`src/rtl/riscv_mem_arb_pkg.sv`:
```
// Shared types and widths for the on-chip RAM s2 port arbiter.
// Build option: ARB_FIXED_PRIORITY_EN selects fixed m0-first priority.
package riscv_mem_arb_pkg;

    localparam int ARB_ADDR_W = 13;
    localparam int ARB_DATA_W = 32;
    localparam int ARB_BE_W   = ARB_DATA_W / 8;

    typedef logic req_id_t;

    typedef struct packed {
        logic [ARB_ADDR_W-1:0] address;
        logic [ARB_BE_W-1:0]   byteenable;
        logic                  read;
        logic                  write;
        logic [ARB_DATA_W-1:0] writedata;
    } av_req_t;

endpackage

```
`src/rtl/riscv_mem_arb_grant.sv`:
```
// Per-cycle grant logic: hold-limited round-robin, or fixed m0 priority
// when ARB_FIXED_PRIORITY_EN is defined.
module riscv_mem_arb_grant
    import riscv_mem_arb_pkg::*;
#(
    parameter int MAX_HOLD = 4
) (
    input  logic clk,
    input  logic reset,
    input  logic req0,
    input  logic req1,
    output logic grant0,
    output logic grant1
);

`ifdef ARB_FIXED_PRIORITY_EN

    logic unused_clk;
    assign unused_clk = clk;

    always_comb begin
        grant0 = req0 & ~reset;
        grant1 = req1 & ~req0 & ~reset;
    end

`else

    localparam logic [3:0] HOLD_MAX = 4'(MAX_HOLD);

    req_id_t    owner, owner_d;
    logic [3:0] hold_cnt, hold_d;
    logic       req_own, req_oth, keep;

    // A zero count means the owner has no live run, so contention goes
    // to the other side; this is what lets m0 win first after reset.
    assign req_own = owner ? req1 : req0;
    assign req_oth = owner ? req0 : req1;
    assign keep    = (hold_cnt != 4'd0) && (hold_cnt < HOLD_MAX);

    always_comb begin
        grant0  = 1'b0;
        grant1  = 1'b0;
        owner_d = owner;
        hold_d  = hold_cnt;
        if (reset) begin
            hold_d = hold_cnt;
        end else if (req_own && (!req_oth || keep)) begin
            if (owner) grant1 = 1'b1;
            else       grant0 = 1'b1;
            hold_d = (hold_cnt >= HOLD_MAX) ? HOLD_MAX : hold_cnt + 4'd1;
        end else if (req_oth) begin
            if (owner) grant0 = 1'b1;
            else       grant1 = 1'b1;
            owner_d = ~owner;
            hold_d  = 4'd1;
        end else begin
            hold_d = 4'd0;
        end
    end

    always_ff @(posedge clk or posedge reset) begin
        if (reset) begin
            owner    <= 1'b1;
            hold_cnt <= 4'd0;
        end else begin
            owner    <= owner_d;
            hold_cnt <= hold_d;
        end
    end

`endif

endmodule

```
`src/rtl/riscv_mem_port_arbiter.sv`:
```
// Two-requester arbiter for the on-chip RAM s2 port with 1-cycle read return.
// Build option: ARB_FIXED_PRIORITY_EN (fixed m0 priority instead of round-robin).
module riscv_mem_port_arbiter
    import riscv_mem_arb_pkg::*;
#(
    parameter int ADDR_W   = ARB_ADDR_W,
    parameter int DATA_W   = ARB_DATA_W,
    parameter int MAX_HOLD = 4
) (
    input  logic                clk,
    input  logic                reset,
    input  logic [ADDR_W-1:0]   m0_address,
    input  logic [DATA_W/8-1:0] m0_byteenable,
    input  logic                m0_read,
    input  logic                m0_write,
    input  logic [DATA_W-1:0]   m0_writedata,
    output logic                m0_waitrequest,
    output logic [DATA_W-1:0]   m0_readdata,
    output logic                m0_readdatavalid,
    input  logic [ADDR_W-1:0]   m1_address,
    input  logic [DATA_W/8-1:0] m1_byteenable,
    input  logic                m1_read,
    input  logic                m1_write,
    input  logic [DATA_W-1:0]   m1_writedata,
    output logic                m1_waitrequest,
    output logic [DATA_W-1:0]   m1_readdata,
    output logic                m1_readdatavalid,
    output logic [ADDR_W-1:0]   mem_address,
    output logic [DATA_W/8-1:0] mem_byteenable,
    output logic                mem_chipselect,
    output logic                mem_write,
    output logic [DATA_W-1:0]   mem_writedata,
    output logic                mem_clken,
    input  logic [DATA_W-1:0]   mem_readdata
);

    av_req_t r0, r1, sel;
    logic    grant0, grant1, rd_acc;
    logic    rd_pend;
    req_id_t rd_src;

    assign r0 = '{address: m0_address, byteenable: m0_byteenable,
                  read: m0_read, write: m0_write, writedata: m0_writedata};
    assign r1 = '{address: m1_address, byteenable: m1_byteenable,
                  read: m1_read, write: m1_write, writedata: m1_writedata};

    riscv_mem_arb_grant #(.MAX_HOLD(MAX_HOLD)) u_grant (
        .clk    (clk),
        .reset  (reset),
        .req0   (m0_read | m0_write),
        .req1   (m1_read | m1_write),
        .grant0 (grant0),
        .grant1 (grant1)
    );

    assign sel = grant1 ? r1 : r0;

    assign m0_waitrequest = ~grant0;
    assign m1_waitrequest = ~grant1;

    assign mem_address    = sel.address;
    assign mem_byteenable = sel.byteenable;
    assign mem_writedata  = sel.writedata;
    assign mem_chipselect = grant0 | grant1;
    assign mem_write      = mem_chipselect & sel.write;
    assign mem_clken      = 1'b1;

    // Read+write together counts as a write, so it never returns data.
    assign rd_acc = mem_chipselect & sel.read & ~sel.write;

    always_ff @(posedge clk or posedge reset) begin
        if (reset) begin
            rd_pend <= 1'b0;
            rd_src  <= 1'b0;
        end else begin
            rd_pend <= rd_acc;
            rd_src  <= grant1;
        end
    end

    assign m0_readdata      = mem_readdata;
    assign m1_readdata      = mem_readdata;
    assign m0_readdatavalid = rd_pend & (rd_src == 1'b0);
    assign m1_readdatavalid = rd_pend & (rd_src == 1'b1);

endmodule

```
`config.mk`:
```
export PLATFORM = sky130hd
export DESIGN_NAME = riscv_mem_port_arbiter
export DESIGN_NICKNAME = d
export VERILOG_FILES = /design/src/rtl/riscv_mem_arb_pkg.sv /design/src/rtl/riscv_mem_arb_grant.sv /design/src/rtl/riscv_mem_port_arbiter.sv
export SDC_FILE = /design/constraint.sdc
export NUM_CORES = 1
export LEC_CHECK = 0
export BUFFER_PORTS_ARGS = -buffer_cell sky130_fd_sc_hd__clkbuf_2
export CORE_AREA = 2 2 99 101
export DETAILED_ROUTE_END_ITERATION = 10
export DIE_AREA = 0 0 101 103
export PLACE_DENSITY_LB_ADDON = 0.12
export SLEW_MARGIN = 20
export SYNTH_ARGS = -nofsm -noshare
export SYNTH_HDL_FRONTEND = slang
export SYNTH_SLANG_ARGS = --single-unit
```
`constraint.sdc`:
```
create_clock -name clk -period 5.2 [get_ports clk]
set_input_delay 1.04 -clock clk [delete_from_list [all_inputs] [get_ports clk]]
set_output_delay 1.04 -clock clk [all_outputs]
set_load 0.005 [all_outputs]
```
==> out/summary.md <==
The cell area after placement came out at 0.00215 mm2. The net count of the finished layout is 406. The tools report the root cell of the clock tree as sky130_fd_sc_hd__clkbuf_8.

The tools report the met3 track demand over resource in global routing as 5.08%. Setup violations remaining at the end of the flow were counted as 0. In this run the worst setup path begins at m0_write.

Critical path data arrival time: 2.89 ns. The worst register-to-register path begins at u_grant.hold_cnt[0]$_DFFE_PP0N_. The largest clock skew in the final design is 0.00328 ns.

The row count came out at 36. The library cell used most frequently in the layout, excluding fill and tap cells, is sky130_fd_sc_hd__clkbuf_2. The cell type with the highest aggregate area in the netlist was sky130_fd_sc_hd__mux2_4. Summed instance area of the synthesized netlist: 0.00183 mm2.

For this design, the sink count on the clock tree is 7. The endpoint identified for the worst register-to-register timing path is rd_pend$_DFF_PP0_. For the static leakage, the log shows 1.33 nW. For the proportion of power drawn by combinational gates, the log shows 74.7%.

The flop and latch count out of synthesis came out at 7. The via count of the first global-routing pass was 1377; the relative contribution of the clock network to total power was 11.1%. The logs give 10.3% for the met1 layer usage reported by global route and 0.000264 W for the net switching power. The run gives 254 MHz as the upper clock frequency limit.

The remaining antenna violation count is 0. For the final routed database, the setup TNS stands at 0 ns. Counting distinct cell types in the post-synthesis netlist gives 34.

Dividing the synthesized area by the synthesized cell count gives 10.2 um2. The portion of synthesized cell area occupied by the leading cell type works out to 38.5%. Summing internal, switching and leakage power gives 0.000698 W. The die covers 0.0104 mm2. Once the floorplan was initialized, standard cells occupied 19.4% of the core. After clock tree synthesis, the clock-pin slew on the worst setup and hold paths is 0.04 ns. The synthesis-to-layout area growth was 19.5%; the final critical-path required period was 3.93 ns. Setup repair after global routing left no endpoint under its margin. The Yosys step of the flow raised 0 warnings.

In the layout the commonest cells are 158 x sky130_fd_sc_hd__clkbuf_2, 47 x sky130_fd_sc_hd__mux2_4, 7 x sky130_fd_sc_hd__nor2_1, 6 x sky130_fd_sc_hd__dfrtp_1, 5 x sky130_fd_sc_hd__nand2_1. Detailed routing inserted a total of 1536 vias. The share of the Yosys chip area taken by registers is 9.62%. The tools report the count of inserted antenna diode cells as 0.

After detailed routing, the total wire length is 5240 um. STA puts the critical path data required time at 4.16 ns. For the global routing usage on met2, the log shows 13.2%. The tool flagged a number of max-cap violations equal to 0. The number of H-tree levels is 1. In the final routed layout, each cell accounts on average for 13.7 um. STA classifies the critical path startpoint as an input port. Measured against its own limit, the worst slew margin works out to 35.5%. The run gives 0 as the final count of pins violating max slew. The worst vdd rail ir drop is 0.112 mV, and the area inside the core boundary is 0.00946 mm2. The slack of the critical path was 1.27 ns; the switching share of total power was 37.7%.

The overall global routing resource usage was 8.53%; the number of standard cells after synthesis was 179. The largest net degree at the start of global routing is 53, and the power density normalized to cell area is 319 mW/mm2. The finished cells cover 0.00219 mm2. Overall overflow remaining after global route: 0.

Of all flip-flops after synthesis, the portion carrying an async set or reset was 100%. In the routed design, unresolved DRC markers number 0. The critical path is of the in2out type. The sequential fraction of design power was 14.2%.

The number of cells on the worst reg-to-reg path came out at 6. The layer flagged by global routing as most heavily used is met2. Counting along the longest clock path gives a buffer depth of 2. OpenSTA, run right after detailed placement, puts the worst setup slack at 1.25 ns.

For the global-route wire length before repair, the log shows 7020 um. The internal power of the cells totals 0.000435 W. The number of gates resized after CTS is 0. The run gives 2 as the first-pass detailed-route iteration total.

The primary flip-flop cell chosen by synthesis mapping was sky130_fd_sc_hd__dfrtp_1. The post-route fraction of the period consumed by the critical path came out at 75.7%. Of the cells placed in the final design, the portion with a size suffix greater than 1 is 79.4%. The endpoint of the most critical setup path was mem_writedata[28]. The run finished with clean final reports.

Ranked by total cell area, the synthesized netlist is headed by sky130_fd_sc_hd__mux2_4 38%, sky130_fd_sc_hd__buf_4 27%, sky130_fd_sc_hd__dfrtp_1 8.2%. TritonCTS built the clock tree. Summed over all nets, the half-perimeter wirelength after detailed placement is 4440 um. Dividing the detail-routed via count by the number of cells gives 4.03. In this run, synthesis inferred 0 flip-flops with an integrated enable.

For the pin with the worst max-slew slack, the measured transition is 0.968 ns. Of all nets on the critical path, the largest fanout is 52. The routability congestion estimate was 0.666; the number of hold buffers added after CTS was 0.

In this run the tool buffered the top-level ports with 158 buffer cells. Class of the worst hold path: reg2reg. Buffers added to address setup during post-CTS repair amount to 0.

The die width came out at 101 um. The run gives 0 as the hold violation total from the final report. From bottom edge to top edge, the die measures 103 um. Initial antenna violation count: 0. The CTS buffer count is 3, and the net count of the mapped netlist is 317. The count of routing violations after the opening detailed-route iteration was 11.

The top-level I/O count is 256, and the register-to-register path setup slack is 2.87 ns. The clock reaches the later pin of the worst-skew pair after 0.23 ns. The endpoint type of the worst setup path is an output port.
==> worst min-delay path by stage <==
stage               slack [ns]  depth (start not counted)                         endpoint                            start
floorplan                 0.49                          1  u_grant.hold_cnt[1]$_DFFE_PP0N_  u_grant.hold_cnt[1]$_DFFE_PP0N_
global placement          0.52                          1  u_grant.hold_cnt[1]$_DFFE_PP0N_  u_grant.hold_cnt[1]$_DFFE_PP0N_
detailed placement        0.52                          1  u_grant.hold_cnt[1]$_DFFE_PP0N_  u_grant.hold_cnt[1]$_DFFE_PP0N_
CTS                       0.53                          1  u_grant.hold_cnt[1]$_DFFE_PP0N_  u_grant.hold_cnt[1]$_DFFE_PP0N_
global route              0.56                          1  u_grant.hold_cnt[1]$_DFFE_PP0N_  u_grant.hold_cnt[1]$_DFFE_PP0N_
finish                    0.53                          1  u_grant.hold_cnt[1]$_DFFE_PP0N_  u_grant.hold_cnt[1]$_DFFE_PP0N_
==> stage by stage <==
stage / hold slack (ns) / utilization, % / instances
6_report: 0.531 / 23.2 / 381
5_1_grt: 0.563 / 23.2 / 381
4_1_cts: 0.530 / 23.2 / 381
3_5_place_dp: 0.520 / 22.7 / 377
3_3_place_gp: 0.522 / 22.7 / 377
2_1_floorplan: 0.489 / - / 179
==> layout make-up <==
type | instances | area (um2)
clock buffers | 4 | 45.0
fillers | 1060 | 7270
repair buffers | 158 | 791
well taps | 114 | 143
multi-input cells | 94 | 1020
flip-flops and latches | 7 | 176
inverters | 4 | 15.0
==> power groups by stage <==
stage          Clock (W)  Combinational (W)  Sequential, W
2_1_floorplan          0           0.000456      0.0000869
3_3_place_gp           0           0.000534       0.000101
3_5_place_dp           0           0.000530       0.000100
4_1_cts        0.0000806           0.000532      0.0000996
5_1_grt        0.0000864           0.000571       0.000104
6_report       0.0000775           0.000521      0.0000994
==> sequential cells by signal, indices dropped and copies added (netlist names) <==
register,cells
u_grant.hold_cnt,4
rd_pend,1
rd_src,1
u_grant.owner,1
==> routing by layer <==
layer	wire [um]	share of wire, %
met5	0	0
met4	29	0.55
met3	770	15
met2	2340	45
met1	2100	40
==> cell families (layout without fill, tap and decap cells) <==
logic type / after synthesis / in the layout / share of synthesized area, %
buffers and inverters: 78 / 166 / 34.7
muxes: 49 / 49 / 39.7
and+or+nand+nor: 22 / 22 / 6.41
AOI/OAI and AO/OA: 20 / 20 / 8.05
DFF: 7 / 7 / 9.62
adders and majority gates: 2 / 2 / 1.36
other: 1 / 1 / 0.204
==> cells in the mapped netlist (all sizes together), types with 2 or more instances <==
master  count
clkbuf      2
o21a        3
nor3        3
nor2        8
nand2       5
and2        2
o221ai      2
inv         4
ha          2
o21ai       4
buf        72
dfrtp       6
mux2       49
==> critical path: stages <==
cell and delay (ns):
sky130_fd_sc_hd__clkbuf_2 0.11, sky130_fd_sc_hd__or2_1 0.31, sky130_fd_sc_hd__o21a_1 0.15, sky130_fd_sc_hd__nand2b_4 0.56
sky130_fd_sc_hd__mux2_4 0.54, sky130_fd_sc_hd__clkbuf_2 0.12
Note: power is estimated with default switching activity, not from simulation.
